$ cat config.mk
export PLATFORM = sky130hd
export DESIGN_NAME = rom_read_arbiter
export DESIGN_NICKNAME = d
export VERILOG_FILES = /design/src/rtl/rom_read_arbiter.sv
export SDC_FILE = /design/constraint.sdc
export NUM_CORES = 1
export LEC_CHECK = 0
export ABC_AREA = 0
export BUFFER_PORTS_ARGS = -buffer_cell sky130_fd_sc_hd__buf_2
export CORE_UTILIZATION = 30
export CTS_BUF_LIST = sky130_fd_sc_hd__clkbuf_16
export DETAILED_ROUTE_END_ITERATION = 6
export PLACE_DENSITY = 0.64
export SETUP_SLACK_MARGIN = 0.5
export SYNTH_ARGS = -nofsm -noshare
export SYNTH_HDL_FRONTEND = slang
export SYNTH_SLANG_ARGS = --single-unit
$ cat constraint.sdc
create_clock -name clk -period 2.75 [get_ports clk]
set_input_delay 0.275 -clock clk [delete_from_list [all_inputs] [get_ports clk]]
set_output_delay 0.275 -clock clk [all_outputs]
set_load 0.005 [all_outputs]
$ cat src/rtl/rom_read_arbiter.sv
// Two-requester ROM read arbiter: burst-limited round-robin grants with a
// LATENCY-deep tag pipeline that routes returning ROM data to its requester.
module rom_read_arbiter #(
  parameter int ADDR_W    = 16,
  parameter int DATA_W    = 8,
  parameter int LATENCY   = 2,
  parameter int MAX_BURST = 16
) (
  input  logic              clk,
  input  logic              rst,
  input  logic              i_flush,
  input  logic              i_req0,
  input  logic              i_req1,
  input  logic [ADDR_W-1:0] i_addr0,
  input  logic [ADDR_W-1:0] i_addr1,
  output logic              o_gnt0,
  output logic              o_gnt1,
  output logic              o_rvalid0,
  output logic              o_rvalid1,
  output logic [DATA_W-1:0] o_rdata,
  output logic              o_rom_ce,
  output logic [ADDR_W-1:0] o_rom_addr,
  input  logic [DATA_W-1:0] i_rom_dout,
  output logic              o_busy
);

  typedef enum logic [1:0] {IDLE, OWN0, OWN1} state_t;

  localparam logic [7:0] MAX_B = 8'(MAX_BURST);

  state_t             state_q, state_d;
  logic               rr_q, rr_d;
  logic [7:0]         burst_cnt_q, burst_cnt_d;
  logic [LATENCY-1:0] tag_vld_q, tag_vld_d;
  logic [LATENCY-1:0] tag_id_q, tag_id_d;
  logic               gnt0, gnt1;
  logic               rvalid;

  function automatic logic [7:0] sat_inc(input logic [7:0] v);
    return (v >= MAX_B) ? MAX_B : v + 8'd1;
  endfunction

  always_comb begin
    state_d     = state_q;
    rr_d        = rr_q;
    burst_cnt_d = burst_cnt_q;
    gnt0        = 1'b0;
    gnt1        = 1'b0;
    if (i_flush) begin
      state_d     = IDLE;
      burst_cnt_d = 8'd0;
      rr_d        = 1'b1;
    end else begin
      case (state_q)
        IDLE: begin
          // On contention the requester that did not own last time wins.
          if (i_req0 && (!i_req1 || rr_q)) begin
            gnt0        = 1'b1;
            state_d     = OWN0;
            burst_cnt_d = 8'd1;
          end else if (i_req1) begin
            gnt1        = 1'b1;
            state_d     = OWN1;
            burst_cnt_d = 8'd1;
          end
        end
        OWN0: begin
          if (i_req0 && (burst_cnt_q < MAX_B || !i_req1)) begin
            gnt0        = 1'b1;
            burst_cnt_d = sat_inc(burst_cnt_q);
          end else begin
            rr_d = 1'b0;
            if (i_req1) begin
              gnt1        = 1'b1;
              state_d     = OWN1;
              burst_cnt_d = 8'd1;
            end else begin
              state_d     = IDLE;
              burst_cnt_d = 8'd0;
            end
          end
        end
        OWN1: begin
          if (i_req1 && (burst_cnt_q < MAX_B || !i_req0)) begin
            gnt1        = 1'b1;
            burst_cnt_d = sat_inc(burst_cnt_q);
          end else begin
            rr_d = 1'b1;
            if (i_req0) begin
              gnt0        = 1'b1;
              state_d     = OWN0;
              burst_cnt_d = 8'd1;
            end else begin
              state_d     = IDLE;
              burst_cnt_d = 8'd0;
            end
          end
        end
        default: begin
          state_d     = IDLE;
          burst_cnt_d = 8'd0;
        end
      endcase
    end
  end

  assign o_gnt0     = gnt0 & ~rst;
  assign o_gnt1     = gnt1 & ~rst;
  assign o_rom_ce   = o_gnt0 | o_gnt1;
  assign o_rom_addr = o_gnt1 ? i_addr1 : i_addr0;

  // Tag pipeline: one slot per cycle of ROM latency, slot 0 is the newest read.
  always_comb begin
    tag_vld_d = '0;
    tag_id_d  = '0;
    if (!i_flush) begin
      for (int i = 1; i < LATENCY; i++) begin
        tag_vld_d[i] = tag_vld_q[i-1];
        tag_id_d[i]  = tag_id_q[i-1];
      end
      tag_vld_d[0] = o_gnt0 | o_gnt1;
      tag_id_d[0]  = o_gnt1;
    end
  end

  always_ff @(posedge clk) begin
    if (rst) begin
      state_q     <= IDLE;
      rr_q        <= 1'b1;
      burst_cnt_q <= 8'd0;
      tag_vld_q   <= '0;
      tag_id_q    <= '0;
    end else begin
      state_q     <= state_d;
      rr_q        <= rr_d;
      burst_cnt_q <= burst_cnt_d;
      tag_vld_q   <= tag_vld_d;
      tag_id_q    <= tag_id_d;
    end
  end

  // Data arriving in a flush cycle belongs to a discarded read.
  assign rvalid    = tag_vld_q[LATENCY-1] & ~i_flush & ~rst;
  assign o_rvalid0 = rvalid & ~tag_id_q[LATENCY-1];
  assign o_rvalid1 = rvalid & tag_id_q[LATENCY-1];
  assign o_rdata   = i_rom_dout;
  assign o_busy    = (|tag_vld_q) & ~rst;

endmodule

==> flow_summary.ini <==
[timing]
hold_viol_final = 0
setup_violations = 0
fin_crit_ns = 2.45
rsz0062_at_grt = true
slew_violations = 0
max_freq_mhz = 409
final.setup_skew_ns = 0.00146
max_slew_margin_pct = 48.9
worstMarginPinSlew_ns = 0.759
fin_crit_sh_pct = 88.9
final.setup.tns_ns = 0

[floorplan]
die_x_um = 61.5
core.rowCount = 21
core_um2 = 3360
die-area_um2 = 3790
io_pins = 75
die_h_um = 61.5
start_util_pct = 31.6

[synthesis]
synthFlopType = dfxtp_1
syn-cell-area_um2 = 1060
synth-edff-count = 0
yosysMostFrequentCell = dfxtp_1
synth_cell_types = 37
synth_common_cells = dfxtp_1, mux2_4, buf_4, nor2_1
ys_ff_latch = 15
synth_area_leader_cell = dfxtp_1
synthArstFlopShare_pct = 0
syn_avg_cell_area_um2 = 9.17
ys_seq_area_share_pct = 28.2
synth_area_leaders = dfxtp_1, mux2_4, mux2_2, buf_4, nor4_1
postSynthCellCount = 116
synthesis.nets = 163
synth.top_cell.area_share_pct = 28.2
yosys_warnings = 0

[worst_setup_path]
crit_required_ns = 2.48
reg2reg_to = burst_cnt_q[0]
start_kind = flop
cpMostUsedCell = buf_6
crit_chain = or4_4, buf_6, o31ai_4, nor3_4, buf_6, mux2_4, buf_6
crit_arrival_ns = 2.17
slowest_delay_ns = 0.54
critical_path_class = reg -> out
path_max_fanout = 8
rr_worst_depth = 8
r2r_start = burst_cnt_q[5]
critPathSlowestCell = or4_4
ff2ff_setup_slack_ns = 0.76
critPathCaptureType = output port

[route]
drt_first_pass_iters = 4
routed_via_density = 4.70
via_count = 1053
ant_nets = 0
wl_per_cell_um = 13.0
drc = 0
first_iter_violations = 29
wl_um = 2910

[clocking]
cts.sinks = 15
clk_pin_slew_worst_paths_ns = 0.05
clock_latency_ns = 0.25
cts_buffers = 3
htreeDepth = 1
clk_path_buf_depth = 2
cts_tree = yes
cts_root_buf = clkbuf_16

[flow_run]
drv_cap = 0

[final_layout]
antenna_cells = 0
areaGrowthSynthToFinish_pct = 51.6
final_core_util_pct = 48.0
nNetsFinal = 226
drive_above_1_share_pct = 58.4

[power]
p_leak_uw = 0.000765
power.density_nw_per_um2 = 398
ir_drop_v = 0.000199

[hold_path]
min_from = i_flush
holdPathEnd = burst_cnt_q[2]
hp-class = in -> reg
whs_path_depth = 2

[grt]
overflow = 0
grt.total_usage_pct = 14.5
grt_pass1_vias = 863
grt_max_degree = 13
antenna_found_initial = 0
grt_pass1_wl_um = 4040

[placement]
gp_congestion = 0.785
place_hpwl_um = 1980
io_buffers = 58

[status]
outcome = finished, final reports clean
[critical path, delay by kind of cell, from the launching register on]
kind / cells / cell delay, ns
flip-flops: 1 / 0.32
buffers and inverters: 3 / 0.44
AO/OA/AOI/OAI: 1 / 0.22
AND/OR/NAND/NOR: 2 / 0.63
multiplexers: 1 / 0.31
[flip-flops by register name (all words and copies together) (netlist names)]
name	flops
burst_cnt_q	8
rr_q	1
state_q	2
tag_id_q	2
tag_vld_q	2
[logic make-up (layout without fill, tap and decap cells)]
group           after synthesis  in the layout  synth area share (%)
buf+inv                      18             80                  10.8
fa+ha+maj                     2              2                  2.35
compound gates               20             20                  14.0
mux                          16             16                  20.1
xor+xnor                      2              2                  1.65
flops                        15             15                  28.2
simple gates                 43             43                  22.8
[report_power, final]
| part | total [µW] | internal, µW | switching (µW) |
|---|---|---|---|
| Clock | 285 | 194 | 90.8 |
| Sequential | 227 | 222 | 4.68 |
| Combinational | 130 | 75.4 | 54.2 |
[repair_timing]
item / 4_1_cts / 5_1_grt
hold buffers: 0 / 0
gates resized for setup: 10 / 10
setup endpoints to repair: 18 / 18
pin swaps: 3 / 4
setup buffers: 5 / 5
gates cloned: 0 / 0
[how the worst max path moves through the flow]
stage                         from              to  slack [ns]
floorplan           burst_cnt_q[5]  o_rom_addr[10]        0.54
global placement    burst_cnt_q[5]   o_rom_addr[2]        0.21
detailed placement  burst_cnt_q[5]   o_rom_addr[2]        0.17
CTS                 burst_cnt_q[4]   o_rom_addr[6]        0.27
global route        burst_cnt_q[5]   o_rom_addr[7]        0.23
finish              burst_cnt_q[5]  o_rom_addr[13]        0.30
[final cells by class]
class / count / area (µm²)
inverter: 4 / 15.0
tap: 46 / 57.6
timing repair buffer: 72 / 463
clock buffer: 3 / 75.1
multi-input combinational: 83 / 694
sequential: 15 / 303
fill: 334 / 1750
clock inverter: 1 / 5.00
[stage by stage]
stage	power (µW)	instance area (µm²)	instances	setup slack [ns]	hold slack, ns
final	641	1610	224	0.305	0.233
after global routing	677	1610	224	0.235	0.247
after CTS	639	1520	219	0.274	0.235
after detailed placement	341	1340	210	0.171	0.412
after global placement	341	1340	210	0.211	0.408
after floorplan	298	1060	116	0.540	0.353
[routing by layer]
layer  GRT usage, %  share of wire (%)
met1           20.0                 45
met2           22.1                 52
met3           4.20                2.5
met4           3.81               0.76
met5              0                  0
[cells in the final DEF, fill, tap and decap left out, types with 3 or more instances in the layout]
cell / instances
buf_2: 51
dfxtp_1: 13
buf_6: 10
buf_4: 10
mux2_4: 9
nor2_1: 8
mux2_2: 7
nand2_1: 6
nor4_1: 5
inv_1: 4
nor3_1: 4
a21oi_1: 4
nor2b_1: 4
and3_1: 3
a31oi_1: 3
clkbuf_16: 3
(Power assumes the default switching activity.)
